===== config.mk =====
export PLATFORM = sky130hd
export DESIGN_NAME = reg_write_arbiter
export DESIGN_NICKNAME = d
export VERILOG_FILES = /design/src/rtl/reg_write_arbiter_pkg.sv /design/src/rtl/reg_write_arbiter_rr_pick2.sv /design/src/rtl/reg_write_arbiter.sv
export SDC_FILE = /design/constraint.sdc
export NUM_CORES = 1
export LEC_CHECK = 0
export CORE_MARGIN = 2
export CORE_UTILIZATION = 39
export DETAILED_ROUTE_END_ITERATION = 10
export GPL_TIMING_DRIVEN = 0
export PLACE_DENSITY = 0.76
export SLEW_MARGIN = 5
export SYNTH_ARGS = -nofsm -noshare
export SYNTH_HDL_FRONTEND = slang
export SYNTH_SLANG_ARGS = --single-unit
export TNS_END_PERCENT = 10

===== constraint.sdc =====
create_clock -name clk -period 1.3 [get_ports clk]
set_input_delay 0.13 -clock clk [delete_from_list [all_inputs] [get_ports clk]]
set_output_delay 0.13 -clock clk [all_outputs]
set_load 0.02 [all_outputs]

===== src/rtl/reg_write_arbiter_pkg.sv =====
// Shared types and defaults for the two-port register-file write arbiter.
package reg_write_arbiter_pkg;

  localparam int DATA_W_DEF = 8;
  localparam int ADDR_W_DEF = 3;

  typedef enum logic {
    REQ_A = 1'b0,
    REQ_B = 1'b1
  } req_id_t;

  typedef struct packed {
    logic [ADDR_W_DEF-1:0] addr;
    logic [DATA_W_DEF-1:0] data;
  } wr_req_t;

  function automatic req_id_t other_req(input req_id_t id);
    return (id == REQ_A) ? REQ_B : REQ_A;
  endfunction

endpackage


===== src/rtl/reg_write_arbiter_rr_pick2.sv =====
// Two-way round-robin pick: bit 0 of eligible is requester A, bit 1 is requester B.
module rr_pick2
  import reg_write_arbiter_pkg::*;
(
  input  logic [1:0] eligible,
  input  req_id_t    last,
  output logic       valid,
  output req_id_t    winner
);

  always_comb begin
    valid  = |eligible;
    winner = REQ_A;
    case (eligible)
      2'b01:   winner = REQ_A;
      2'b10:   winner = REQ_B;
      2'b11:   winner = other_req(last);
      default: winner = REQ_A;
    endcase
  end

endmodule


===== src/rtl/reg_write_arbiter.sv =====
// Arbitrates ALU writeback (A) and memory load (B) onto a single register-file write port.
// Define REG_WRITE_ARBITER_HAZARD_EN to build the read-after-pending-write hazard compare.
module reg_write_arbiter
  import reg_write_arbiter_pkg::*;
#(
  parameter int DATA_W = DATA_W_DEF,
  parameter int ADDR_W = ADDR_W_DEF
) (
  input  logic              clk,
  input  logic              reset,
  input  logic              a_req,
  input  logic [ADDR_W-1:0] a_addr,
  input  logic [DATA_W-1:0] a_data,
  output logic              a_gnt,
  input  logic              b_req,
  input  logic [ADDR_W-1:0] b_addr,
  input  logic [DATA_W-1:0] b_data,
  output logic              b_gnt,
  output logic              rf_write,
  output logic [ADDR_W-1:0] rf_inaddress,
  output logic [DATA_W-1:0] rf_in,
  input  logic [ADDR_W-1:0] rd1_addr,
  input  logic [ADDR_W-1:0] rd2_addr,
  output logic              hazard,
  output logic [7:0]        wr_count
);

  req_id_t    last;
  logic [1:0] eligible;
  logic       pick_valid;
  req_id_t    winner;

  // A requester seeing its grant pulse this cycle has already been served.
  assign eligible = {b_req & ~b_gnt, a_req & ~a_gnt};

  rr_pick2 u_pick (
    .eligible (eligible),
    .last     (last),
    .valid    (pick_valid),
    .winner   (winner)
  );

  always_ff @(posedge clk) begin
    if (reset) begin
      a_gnt        <= 1'b0;
      b_gnt        <= 1'b0;
      rf_write     <= 1'b0;
      rf_inaddress <= '0;
      rf_in        <= '0;
      wr_count     <= 8'd0;
      last         <= REQ_B;
    end else begin
      a_gnt    <= pick_valid && (winner == REQ_A);
      b_gnt    <= pick_valid && (winner == REQ_B);
      rf_write <= pick_valid;
      if (pick_valid) begin
        rf_inaddress <= (winner == REQ_A) ? a_addr : b_addr;
        rf_in        <= (winner == REQ_A) ? a_data : b_data;
        wr_count     <= wr_count + 8'd1;
        last         <= winner;
      end
    end
  end

`ifdef REG_WRITE_ARBITER_HAZARD_EN
  function automatic logic addr_hit(
    input logic [ADDR_W-1:0] rd,
    input logic              a_pend,
    input logic [ADDR_W-1:0] a_a,
    input logic              b_pend,
    input logic [ADDR_W-1:0] b_a,
    input logic              w_pend,
    input logic [ADDR_W-1:0] w_a
  );
    return (a_pend && (rd == a_a)) || (b_pend && (rd == b_a)) || (w_pend && (rd == w_a));
  endfunction

  // Outstanding means still waiting for a grant, or granted but not yet written.
  always_comb begin
    hazard = addr_hit(rd1_addr, a_req & ~a_gnt, a_addr, b_req & ~b_gnt, b_addr,
                      rf_write, rf_inaddress)
          || addr_hit(rd2_addr, a_req & ~a_gnt, a_addr, b_req & ~b_gnt, b_addr,
                      rf_write, rf_inaddress);
  end
`else
  logic unused_rd;
  assign unused_rd = ^{rd1_addr, rd2_addr};
  assign hazard    = 1'b0;
`endif

endmodule


* Yosys cells after proc, flatten, opt, wreduce, memory -nomap -nowiden
Cells that the tools add are included.
** Word-level totals
- Register bits :: 23
- Input port bits :: 32
- Word-level logic and storage cells :: 22
** Cells by class
- Equal/unequal tests :: 2
- Muxes and demuxes :: 4
- Bitwise logic cells :: 5
- Add/sub/neg operators :: 1
- Reductions and logical operators :: 3
** Operators with widths (number)
- 8-bit by 1-bit adder with 8-bit output (second input constant) :: 1
- 8-bit 2-to-1 mux :: 1
- 2-bit equality test (second input constant) :: 2
- 3-bit 2-to-1 mux :: 1
- 1-bit NOT :: 3
- 1-bit bitwise AND :: 2
- 1-bit logical AND :: 2
- 1-bit case mux with 2 select lines :: 1
- 2-bit OR reduction :: 1
- 1-bit 2-to-1 mux :: 1

* Depth between registers and ports, before layout
- Depth after elaboration :: 6
- Mapped depth :: 6

* Hierarchy
Synthesis repeated with hierarchy kept, for this count alone.
** Second synthesis, totals
- Cell total of the unflattened synthesis :: 101
- Area, all modules :: 973.4 um^2
** Modules (own cells, without submodules)
- reg_write_arbiter :: instances 1, area an instance 959.7 um^2, cells each 99
- rr_pick2 :: instances 1, area an instance 13.8 um^2, cells each 2

* Worst setup path before layout
No wires, ideal clock.
- Path kind :: register to register
- From :: reg b_gnt
- To :: reg rf_in[0]
- Buffers on the path :: 1
- Cell stages (with the launch flop) :: 6
- Arrival :: 1173 ps
- Period minus slack after synthesis :: 1301 ps
- Data required time :: 1172 ps
- Path slack :: -1 ps
- Library setup time :: 128 ps
- Path through :: dfxtp_1 nand2b_4 a21oi_2 buf_6 a222oi_1 nor2_1
** On the way
- Longest elaborated chain between the ends :: 5
** Ends and longest elaborated chain
- start: declaration :: RTL line reg_write_arbiter.sv:18 : output logic b_gnt,
- start signal: assignment :: RTL line reg_write_arbiter.sv:54 : b_gnt <= pick_valid && (winner == REQ_B);
- 1-bit NOT (*) :: RTL line reg_write_arbiter.sv:34 : assign eligible = {b_req & ~b_gnt, a_req & ~a_gnt};
- 1-bit bitwise AND (*) :: RTL line reg_write_arbiter.sv:34
- 2-bit equality test :: RTL line reg_write_arbiter_rr_pick2.sv:14 : case (eligible)
- 1-bit case mux with 2 select lines :: RTL line reg_write_arbiter_rr_pick2.sv:14
- 8-bit 2-to-1 mux :: RTL line reg_write_arbiter.sv:58 : rf_in <= (winner == REQ_A) ? a_data : b_data;
- end signal: assignment :: RTL line reg_write_arbiter.sv:58
- end: declaration :: RTL line reg_write_arbiter.sv:21 : output logic [DATA_W-1:0] rf_in,
Mark *: on every way between the ends. The rest lies on a longest branch, timed or not.
A chain may end at the register's enable or synchronous reset.

* Worst setup path in the final report
- From :: reg a_gnt
- To :: reg wr_count[4]
** On the way
- Longest elaborated chain between the ends :: 3
** Ends and longest elaborated chain
- start: declaration :: RTL line reg_write_arbiter.sv:14 : output logic a_gnt,
- start signal: assignment :: RTL line reg_write_arbiter.sv:53 : a_gnt <= pick_valid && (winner == REQ_A);
- 1-bit NOT :: RTL line reg_write_arbiter.sv:34
- 1-bit bitwise AND :: RTL line reg_write_arbiter.sv:34
- 2-bit OR reduction :: RTL line reg_write_arbiter_rr_pick2.sv:12 : valid = |eligible;
- end signal: assignment :: RTL line reg_write_arbiter.sv:59 : wr_count <= wr_count + 8'd1;
- end: declaration :: RTL line reg_write_arbiter.sv:25 : output logic [7:0] wr_count
Every way passes these cells.

==> flow_summary_export.csv <==
group,metric,value,unit
place,gp_congestion,0.717,
logic_synthesis,ys_ff_latch,23,
logic_synthesis,syn_area,1070,µm²
detailed_routing,dr_total_vias,987,
logic_synthesis,yosys_warnings,0,
power_and_ir_drop,power_frac_seq,48.7,%
logic_synthesis,synthDistinctLibCells,30,
hold_path,hp-class,"primary input to flop",
global_routing,antenna_found_initial,0,
detailed_routing,drt_first_pass_iters,4,
sta,min_period_over_period,97.1,%
die,die_height,56.5,µm
sta,hold_slack,0.376,ns
logic_synthesis,synth_area_leaders,"dfxtp_1 43%, a211oi_2 8.1%, nor2_1 7.3%",
critical_path,critical_path_required,1.51,ns
job,cap_violations,0,
sta,finClkSkew,0.00708,ns
critical_path,path_class,"flop to flop",
hold_path,min_from,"a_data[5]",
clock_tree,numCtsBuffers,3,
critical_path,cp-start-kind,"flop",
power_and_ir_drop,p_sw,0.513,mW
clock_tree,cts-root-buf,"clkbuf_4",
logic_synthesis,synth_top_area_cell,"dfxtp_1",
sta,hold_violations,0,
cells_and_area,diodes,0,
critical_path,critical_path_arrival,1.47,ns
power_and_ir_drop,powerDensity,992,nW/µm²
sta,fmax,792,MHz
logic_synthesis,synth_top_flop_cell,"dfxtp_1",
sta,rsz0062_at_grt,"yes",
detailed_routing,antenna_left,0,
cells_and_area,drive_gt1_share,23.0,%
clock_tree,h-tree-depth,1,
clock_tree,clock_latency,0.32,ns
sta,maxSlewHeadroom,58.8,%
critical_path,path_cells,"nor2b_4 > buf_8 > buf_4 > o2111ai_2 > xor2_1 > nor2_1",
die,dieArea,3190,µm²
clock_tree,numClockSinks,23,
place,io_buffer_count,47,
logic_synthesis,syn-num-nets,142,
global_routing,grt_pass1_wl,4340,µm
critical_path,cp_slowest_stage_delay,0.35,ns
power_and_ir_drop,ir_drop,669,µV
cells_and_area,fin_util,61.4,%
sta,worst_pin_slew,0.618,ns
detailed_routing,wl_per_cell,13.5,µm
logic_synthesis,synth_edf_count,0,
clock_tree,cts_tree,"built",
power_and_ir_drop,p_int,1.12,mW
critical_path,r2r_start,"a_gnt",
power_and_ir_drop,p_clk_share,20.5,%
detailed_routing,drc,0,
logic_synthesis,async_flop_share,0,%
die,die_w,56.5,µm
critical_path,cp_max_fo,6,
outcome,outcome,"finished clean",
die,core_area,2690,µm²
global_routing,grt_pass1_vias,996,
sta,slew_violations,0,
global_routing,grt.total_usage,17.3,%
logic_synthesis,yosysTopAreaCellShare,42.8,%
power_and_ir_drop,p_comb_share,30.7,%
logic_synthesis,syn_inst,109,
die,ios,55,
detailed_routing,drt_first_iter_violations,35,
sta,finalSetupViolations,0,
logic_synthesis,synth_area_per_cell,9.86,µm²
clock_tree,ctsLongestPathBuffers,2,
logic_synthesis,yosysSeqAreaShare,42.8,%
clock_tree,clk_pin_slew,0.13,ns
cells_and_area,syn_to_final_growth,53.6,%
cells_and_area,regArea,464,µm²
detailed_routing,via_per_inst,5.04,
power_and_ir_drop,swShare,31.3,%
detailed_routing,totalWireLength,2650,µm
cells_and_area,multi_input_area,563,µm²
power_and_ir_drop,p_leak,0.741,nW
place,dp_hpwl,1950,µm
cells_and_area,n_fill_cell,234,
cells_and_area,nNetsFinal,199,
critical_path,cp_slowest_cell,"dfxtp_2",
critical_path,crit_path_end_kind,"flop",
sta,min_period,1.26,ns
critical_path,critPathLaunch,"a_gnt",
global_routing,grt_max_degree,14,
die,start_util,40.0,%
global_routing,overflow,0,
die,num_rows,19,
==> per-stage QoR <==
stage / TNS (ns) / worst slack [ns] / power, mW / instances / cell area, µm²
4_1_cts: 0 / 0.0365 / 1.62 / 191 / 1590
3_3_place_gp: -3.72 / -0.242 / 1.31 / 187 / 1590
6_report: 0 / 0.0373 / 1.64 / 196 / 1650
5_1_grt: -0.147 / -0.0502 / 1.73 / 196 / 1650
2_1_floorplan: 0 / 0.0393 / 1.09 / 109 / 1080
3_5_place_dp: -4.15 / -0.272 / 1.32 / 187 / 1590
==> cell families (layout without fill, tap and decap cells) <==
group | after synthesis | count (layout) | synth area share, %
compound gates | 29 | 29 | 24.3
xor+xnor | 7 | 7 | 5.70
buf+inv | 9 | 65 | 6.40
flops | 23 | 23 | 42.8
simple gates | 39 | 39 | 19.2
fa+ha+maj | 1 | 1 | 1.16
other cells | 1 | 1 | 0.349
==> metal layers <==
| metal | wire, µm | global-route usage (%) |
|---|---|---|
| met5 | 0 | 0 |
| met4 | 45 | 7.14 |
| met2 | 1310 | 30.4 |
| met3 | 208 | 4.84 |
| met1 | 1080 | 19.4 |
==> Yosys cell counts (2+ instances only) <==
cell and n:
o211ai_1 3, dfxtp_1 23, xor2_1 6, a222oi_1 4, buf_6 4, a21oi_2 5, nand2_1 9, a21oi_1 4
o2111ai_1 2, nor2b_4 2, nor2_1 21, o21ai_0 2, a211oi_2 7
==> worst max-delay path: cells and delay by family, from the launching register on <==
family          cells  cell delay, ns
xor+xnor            1            0.18
compound gates      1            0.13
simple gates        2            0.22
flops               1            0.35
buf+inv             2            0.28
==> final timing paths <==
| check | to | slack, ns | cells past startpoint |
|---|---|---|---|
| max reg2reg | wr_count[4] | 0.04 | 6 |
| min | rf_in[5] | 0.38 | 3 |
| max | wr_count[4] | 0.04 | 6 |
| min reg2reg | wr_count[1] | 0.52 | 2 |
==> state kept, by name, summed over array words and instances (netlist names) <==
register	count
rf_in	8
wr_count	8
rf_inaddress	3
a_gnt	1
b_gnt	1
last	1
rf_write	1
==> timing repair <==
action                                  4_1_cts  5_1_grt
gates resized for setup                      22       12
endpoints found under the setup margin       22        9
hold buffers                                  0        0
pin swaps                                     0        5
buffers inserted                              0        5
cloned                                        0        0
hold endpoints to repair                      0        0
==> power groups by stage <==
| stage | Sequential (mW) | Clock [mW] | Combinational [mW] |
|---|---|---|---|
| 4_1_cts | 0.796 | 0.345 | 0.473 |
| 6_report | 0.798 | 0.336 | 0.502 |
| 5_1_grt | 0.805 | 0.378 | 0.544 |
| 3_3_place_gp | 0.812 | 0 | 0.500 |
| 3_5_place_dp | 0.813 | 0 | 0.507 |
| 2_1_floorplan | 0.874 | 0 | 0.220 |
==> cell usage in the layout, fill, tap and decap left out, types with 2 or more instances in the layout <==
master and instances:
clkdlybuf4s50_1 25, a21oi_2 5, a21oi_1 3, buf_6 4, nor2b_4 2, xor2_1 6
a222oi_1 4, a211oi_2 7, buf_4 5, nor2_1 21, o21ai_0 2, clkbuf_4 3
dfxtp_2 3, dfxtp_1 20, o211ai_1 3, nand2_1 9, dlygate4sd2_1 22
==> area by class of cell <==
| type | count | area share [%] |
|---|---|---|
| multi-input cells | 77 | 34.1 |
| repair buffers | 52 | 29.3 |
| flip-flops and latches | 23 | 28.1 |
| plain buffers | 8 | 4.17 |
| well taps | 31 | 2.35 |
| clock buffers | 3 | 1.36 |
| clock inverters | 1 | 0.303 |
| inverters | 1 | 0.227 |
(Power assumes the default switching activity.)
